===== src/rtl/voltmeter_pkg.sv =====
// Shared definitions for the voltmeter SPI readout path: word width, FSM states
// and the bit layout of the debug status word.
package voltmeter_pkg;

    localparam int unsigned SPI_WORD_W = 32;
    localparam int unsigned SPI_BIT_CNT_W = 6;

    typedef enum logic [2:0] {
        IDLE     = 3'd0,
        SETUP    = 3'd1,
        SHIFT_HI = 3'd2,
        SHIFT_LO = 3'd3,
        HOLD     = 3'd4,
        GAP      = 3'd5
    } spi_state_e;

    // Debug status word layout
    localparam int unsigned STAT_W          = 16;
    localparam int unsigned STAT_BUSY_BIT   = 0;
    localparam int unsigned STAT_DONE_BIT   = 1;
    localparam int unsigned STAT_CS_BIT     = 2;
    localparam int unsigned STAT_STATE_LSB  = 4;
    localparam int unsigned STAT_BITCNT_LSB = 8;

    function automatic logic [STAT_W-1:0] pack_status(
        input logic                     busy,
        input logic                     done,
        input logic                     cs,
        input spi_state_e               st,
        input logic [SPI_BIT_CNT_W-1:0] bit_cnt
    );
        logic [STAT_W-1:0] s;
        s                                   = '0;
        s[STAT_BUSY_BIT]                    = busy;
        s[STAT_DONE_BIT]                    = done;
        s[STAT_CS_BIT]                      = cs;
        s[STAT_STATE_LSB +: 3]              = st;
        s[STAT_BITCNT_LSB +: SPI_BIT_CNT_W] = bit_cnt;
        return s;
    endfunction

endpackage


===== src/rtl/spi_sclk_gen.sv =====
// Phase-length divider: tick_o marks the last clk_i cycle of every CLK_DIV-cycle
// phase. reload_i restarts the phase so every FSM state gets a full H cycles.
module spi_sclk_gen #(
    parameter int unsigned CLK_DIV = 2
) (
    input  logic clk_i,
    input  logic rst_i,
    input  logic reload_i,
    output logic tick_o
);

    logic [7:0] cnt_q;

    assign tick_o = (cnt_q == 8'(CLK_DIV - 1));

    always_ff @(posedge clk_i) begin
        if (rst_i) begin
            cnt_q <= '0;
        end else if (reload_i || tick_o) begin
            cnt_q <= '0;
        end else begin
            cnt_q <= cnt_q + 8'd1;
        end
    end

endmodule


===== src/rtl/spi_readout_master.sv =====
// Mode-0 SPI master that shifts one WORD_W-bit word out on MOSI while capturing
// the slave's reply from MISO, MSB first, then presents it on rx_word_o.
module spi_readout_master
    import voltmeter_pkg::*;
#(
    parameter int unsigned CLK_DIV = 2,
    parameter int unsigned WORD_W  = SPI_WORD_W
) (
    input  logic              clk_i,
    input  logic              rst_i,
    input  logic              start_i,
    input  logic [WORD_W-1:0] tx_word_i,
    output logic [WORD_W-1:0] rx_word_o,
    output logic              busy_o,
    output logic              done_o,
    output logic              spi_sclk_o,
    output logic              spi_cs_o,
    output logic              spi_mosi_o,
    input  logic              spi_miso_i
);

    localparam logic [SPI_BIT_CNT_W-1:0] LAST_BIT = SPI_BIT_CNT_W'(WORD_W);

    spi_state_e                 state_q, state_d;
    logic                       tick;
    logic                       reload;
    logic                       enter_hi;
    logic                       enter_lo;
    logic                       cs_active;
    logic [WORD_W-1:0]          tx_sr;
    logic [WORD_W-1:0]          rx_sr;
    logic [SPI_BIT_CNT_W-1:0]   bit_cnt;

    spi_sclk_gen #(
        .CLK_DIV (CLK_DIV)
    ) u_sclk_gen (
        .clk_i    (clk_i),
        .rst_i    (rst_i),
        .reload_i (reload),
        .tick_o   (tick)
    );

    // NOTE: sequential state uses <= so every flop samples pre-edge values.
    always_ff @(posedge clk_i) begin
        if (rst_i) begin
            state_q <= IDLE;
        end else begin
            state_q <= state_d;
        end
    end

    // NOTE: default assignment first so no path through this block infers a latch.
    always_comb begin
        state_d = state_q;
        unique case (state_q)
            IDLE:     if (start_i) state_d = SETUP;
            SETUP:    if (tick)    state_d = SHIFT_HI;
            SHIFT_HI: if (tick)    state_d = SHIFT_LO;
            SHIFT_LO: if (tick)    state_d = (bit_cnt == LAST_BIT) ? HOLD : SHIFT_HI;
            HOLD:     if (tick)    state_d = GAP;
            GAP:      if (tick)    state_d = IDLE;
            default:               state_d = IDLE;
        endcase
    end

    assign reload   = (state_d != state_q);
    assign enter_hi = (state_d == SHIFT_HI) && (state_q != SHIFT_HI);
    assign enter_lo = (state_d == SHIFT_LO) && (state_q != SHIFT_LO);

    always_ff @(posedge clk_i) begin
        if (rst_i) begin
            tx_sr     <= '0;
            rx_sr     <= '0;
            bit_cnt   <= '0;
            rx_word_o <= '0;
            done_o    <= 1'b0;
        end else begin
            done_o <= 1'b0;
            if (state_q == IDLE && start_i) begin
                tx_sr   <= tx_word_i;
                bit_cnt <= '0;
            end
            if (enter_hi) begin
                rx_sr   <= {rx_sr[WORD_W-2:0], spi_miso_i};
                bit_cnt <= bit_cnt + 1'b1;
            end
            // The last bit stays on MOSI through HOLD.
            if (enter_lo && bit_cnt != LAST_BIT) begin
                tx_sr <= {tx_sr[WORD_W-2:0], 1'b0};
            end
            if (state_q == HOLD && tick) begin
                rx_word_o <= rx_sr;
                done_o    <= 1'b1;
            end
        end
    end

    // CS drops combinationally in the accepting IDLE cycle, so back-to-back
    // transactions only see CS high for the GAP phase.
    assign cs_active  = (state_q == IDLE) ? start_i : (state_q != GAP);
    assign spi_cs_o   = ~cs_active;
    assign spi_sclk_o = (state_q == SHIFT_HI);
    assign spi_mosi_o = cs_active &
                        ((state_q == IDLE) ? tx_word_i[WORD_W-1] : tx_sr[WORD_W-1]);
    assign busy_o     = (state_q != IDLE);

endmodule


===== config.mk =====
export PLATFORM = sky130hd
export DESIGN_NAME = spi_readout_master
export DESIGN_NICKNAME = d
export VERILOG_FILES = /design/src/rtl/voltmeter_pkg.sv /design/src/rtl/spi_sclk_gen.sv /design/src/rtl/spi_readout_master.sv
export SDC_FILE = /design/constraint.sdc
export NUM_CORES = 1
export LEC_CHECK = 0
export ABC_AREA = 1
export BUFFER_PORTS_ARGS = -buffer_cell sky130_fd_sc_hd__buf_2
export CAP_MARGIN = 20
export CORE_MARGIN = 8
export CORE_UTILIZATION = 40
export CTS_CLUSTER_SIZE = 8
export DETAILED_ROUTE_END_ITERATION = 6
export GPL_TIMING_DRIVEN = 1
export PLACE_DENSITY = 0.59
export SLEW_MARGIN = 20
export SYNTH_ARGS = -nofsm -noshare
export SYNTH_HDL_FRONTEND = slang
export SYNTH_HIERARCHICAL = 1
export SYNTH_SLANG_ARGS = --single-unit
export TNS_END_PERCENT = 100

===== constraint.sdc =====
create_clock -name clk_i -period 1.9 [get_ports clk_i]
set_input_delay 0.285 -clock clk_i [delete_from_list [all_inputs] [get_ports clk_i]]
set_output_delay 0.285 -clock clk_i [all_outputs]
set_load 0.03 [all_outputs]

==> impl_metrics.env <==
export IMPL_synth_edff_count=0
export IMPL_slowest_stage="dfxtp_2"
export IMPL_cts_sinks=114
export IMPL_syn_area_per_cell_um2=7.51
export IMPL_synth_ff_type="dfxtp_1"
export IMPL_relSlewSlack_pct=67.4
export IMPL_cp_slowest_stage_delay_ns=0.39
export IMPL_routed_wl_mm=10.2
export IMPL_fin_area_um2=5780
export IMPL_syn_nets=651
export IMPL_multi_input_area_um2=2080
export IMPL_synthesis_area_um2=4590
export IMPL_cap_violations=0
export IMPL_criticalPathCategory="reg2out"
export IMPL_drt_iter0_drc=245
export IMPL_drc_errors=0
export IMPL_dr_pass1_iters=6
export IMPL_synth_cells=611
export IMPL_rows=39
export IMPL_gp_congestion=0.771
export IMPL_die_area_um2=15100
export IMPL_rsz0062_at_grt="true"
export IMPL_worst_pin_slew_ns=0.489
export IMPL_power_density_nw_per_um2=1070
export IMPL_regArea_um2=2300
export IMPL_start_kind="flop"
export IMPL_nFillCells=1139
export IMPL_ant_nets=0
export IMPL_worst_ir_drop_vdd_v=0.000833
export IMPL_finalHoldViolCount=0
export IMPL_finalClockSkew_ns=0.00847
export IMPL_pin_count=73
export IMPL_num_vias=4059
export IMPL_cts_hold_buf=0
export IMPL_p_leak_nw=2.35
export IMPL_outcome="completed"
export IMPL_grt_max_degree=66
export IMPL_placed_area_um2=5150
export IMPL_clk_insertion_delay_late_ns=0.41
export IMPL_cts_max_level=4
export IMPL_die_y_um=123
export IMPL_start_util_pct=40.5
export IMPL_arrival_ns=1.54
export IMPL_hp_class="in2reg"
export IMPL_gr_total_overflow=0
export IMPL_antenna_found_initial=0
export IMPL_setup_viol=0
export IMPL_tns_ns=0
export IMPL_ys_types=32
export IMPL_slew_violations=0
export IMPL_cp_max_fo=5
export IMPL_path_clk_slew_ns=0.05
export IMPL_finalCriticalPeriod_ns=1.82
export IMPL_final_cell_mix="nor2_1, nand2_1, dfxtp_1"
export IMPL_crit_chain="nor2_4 -> nand2_2 -> mux2_2 -> nand2_1 -> inv_1 -> buf_2"
export IMPL_first_global_vias=3854
export IMPL_fmax_mhz=548
export IMPL_end_kind="primary output"
export IMPL_n_antenna_cell=0
export IMPL_cts_made_buffers=17
export IMPL_root_buffer="clkbuf_16"
export IMPL_synthArstFlopShare_pct=0
export IMPL_yosys_warnings=6
export IMPL_synth_seq_cells=114
export IMPL_min_period_over_period_pct=96.0
export IMPL_drive_gt1_share_pct=24.2
export IMPL_cts_tree="done"
export IMPL_place_hpwl_mm=6.72
export IMPL_wire_per_inst_um=12.1
export IMPL_layout_commonest_cell="nor2_1"
export IMPL_routed_via_density=4.82
export IMPL_yosysSeqAreaShare_pct=49.8
export IMPL_track_usage_pct=14.1
export IMPL_die_w_um=123
export IMPL_cts_path_max_buffers=2
export IMPL_critical_path_required_ns=1.62
export IMPL_port_buffers=72
export IMPL_syn_to_final_growth_pct=26.0
export IMPL_nets=726
export IMPL_grt_pass1_wl_mm=17.1
export IMPL_core_area_um2=11300
[layer usage]
layer | share of wire (%) | global-route usage, % | up-vias
met2 | 45 | 22.6 | 106
met3 | 7.2 | 5.16 | 15
met5 | 0 | 0 | -
met4 | 1.9 | 7.37 | 0
met1 | 46 | 16.3 | 1806
li1 | - | - | 2132
[power breakdown]
group / internal, mW / leakage [nW] / switching, mW
Sequential: 2.52 / 0.928 / 0.0821
Combinational: 0.283 / 1.17 / 0.433
Clock: 1.79 / 0.255 / 1.11
Total: 4.59 / 2.35 / 1.62
[sequential cells by signal, summed over array words and instances, names as in the netlist]
signal and flops:
rx_sr 32, rx_word_o 32, tx_sr 32, u_sclk_gen/cnt_q 8, bit_cnt 6, state_q 3
done_o 1
[logic make-up after synthesis]
family | share of synthesized area (%)
AO/OA/AOI/OAI | 13.7
multiplexers | 0.245
AND/OR/NAND/NOR | 28.1
flip-flops | 49.8
buffers and inverters | 6.00
adder cells (fa/ha/maj) | 1.09
XOR/XNOR | 1.15
[repair_timing]
| item | in CTS | in global routing |
|---|---|---|
| gates resized for setup | 6 | 16 |
| buffers inserted | 0 | 3 |
| setup endpoints to repair | 1 | 37 |
| pin swaps | 0 | 15 |
| gates cloned | 0 | 0 |
[metrics by stage]
stage	hold WS, ns	power, mW	utilization, %	setup slack [ns]	std cells
2_1_floorplan	0.438	3.12	-	0.0242	611
3_3_place_gp	0.456	3.30	45.5	0.117	807
3_5_place_dp	0.461	3.31	45.5	0.0549	807
4_1_cts	0.122	6.24	50.5	0.000545	839
5_1_grt	0.136	6.51	51.1	-0.0370	842
6_report	0.139	6.21	51.1	0.0759	842
[synth_stat cells (2+ instances only)]
master	count	area [um2]
dfxtp_1	114	2280
nor2_4	3	33.8
nand4_1	2	12.5
o21ai_1	15	75.1
a21oi_1	9	45.0
buf_6	4	45.0
inv_1	17	63.8
nand2_1	126	473
nor2_1	148	556
nor2_2	4	25.0
a21oi_2	3	26.3
xor2_1	4	35.0
a31oi_1	31	194
buf_2	13	65.1
nand3_1	15	75.1
nand3_2	4	40.0
inv_2	8	30.0
nand2_2	3	18.8
o21ai_0	53	265
xnor2_1	2	17.5
ha_1	4	50.1
clkbuf_1	19	71.3
[area by class of cell]
class | count | share of cell area, %
clock buffer | 19 | 7.49
multi-input combinational | 436 | 36.0
sequential | 114 | 39.7
clock inverter | 13 | 1.97
timing repair buffer | 92 | 10.1
tap | 143 | 3.10
inverter | 25 | 1.62
[critical path, delay by kind of cell (launching register included)]
| kind | cells | cell delay, ns |
|---|---|---|
| AND/OR/NAND/NOR | 3 | 0.22 |
| flip-flops | 1 | 0.39 |
| buffers and inverters | 2 | 0.19 |
| multiplexers | 1 | 0.33 |
[path summary, 6_finish.rpt]
check                                         start                   to  slack, ns  cells after the start
worst max-delay path                     state_q[2]           spi_mosi_o       0.08                      6
worst min-delay path                  tx_word_i[28]            tx_sr[28]       0.14                      3
worst max register to register  u_sclk_gen/cnt_q[1]           bit_cnt[4]       0.12                     11
worst min register to register  u_sclk_gen/cnt_q[7]  u_sclk_gen/cnt_q[7]       0.47                      2
No activity file was read; power rests on OpenSTA's default activity.
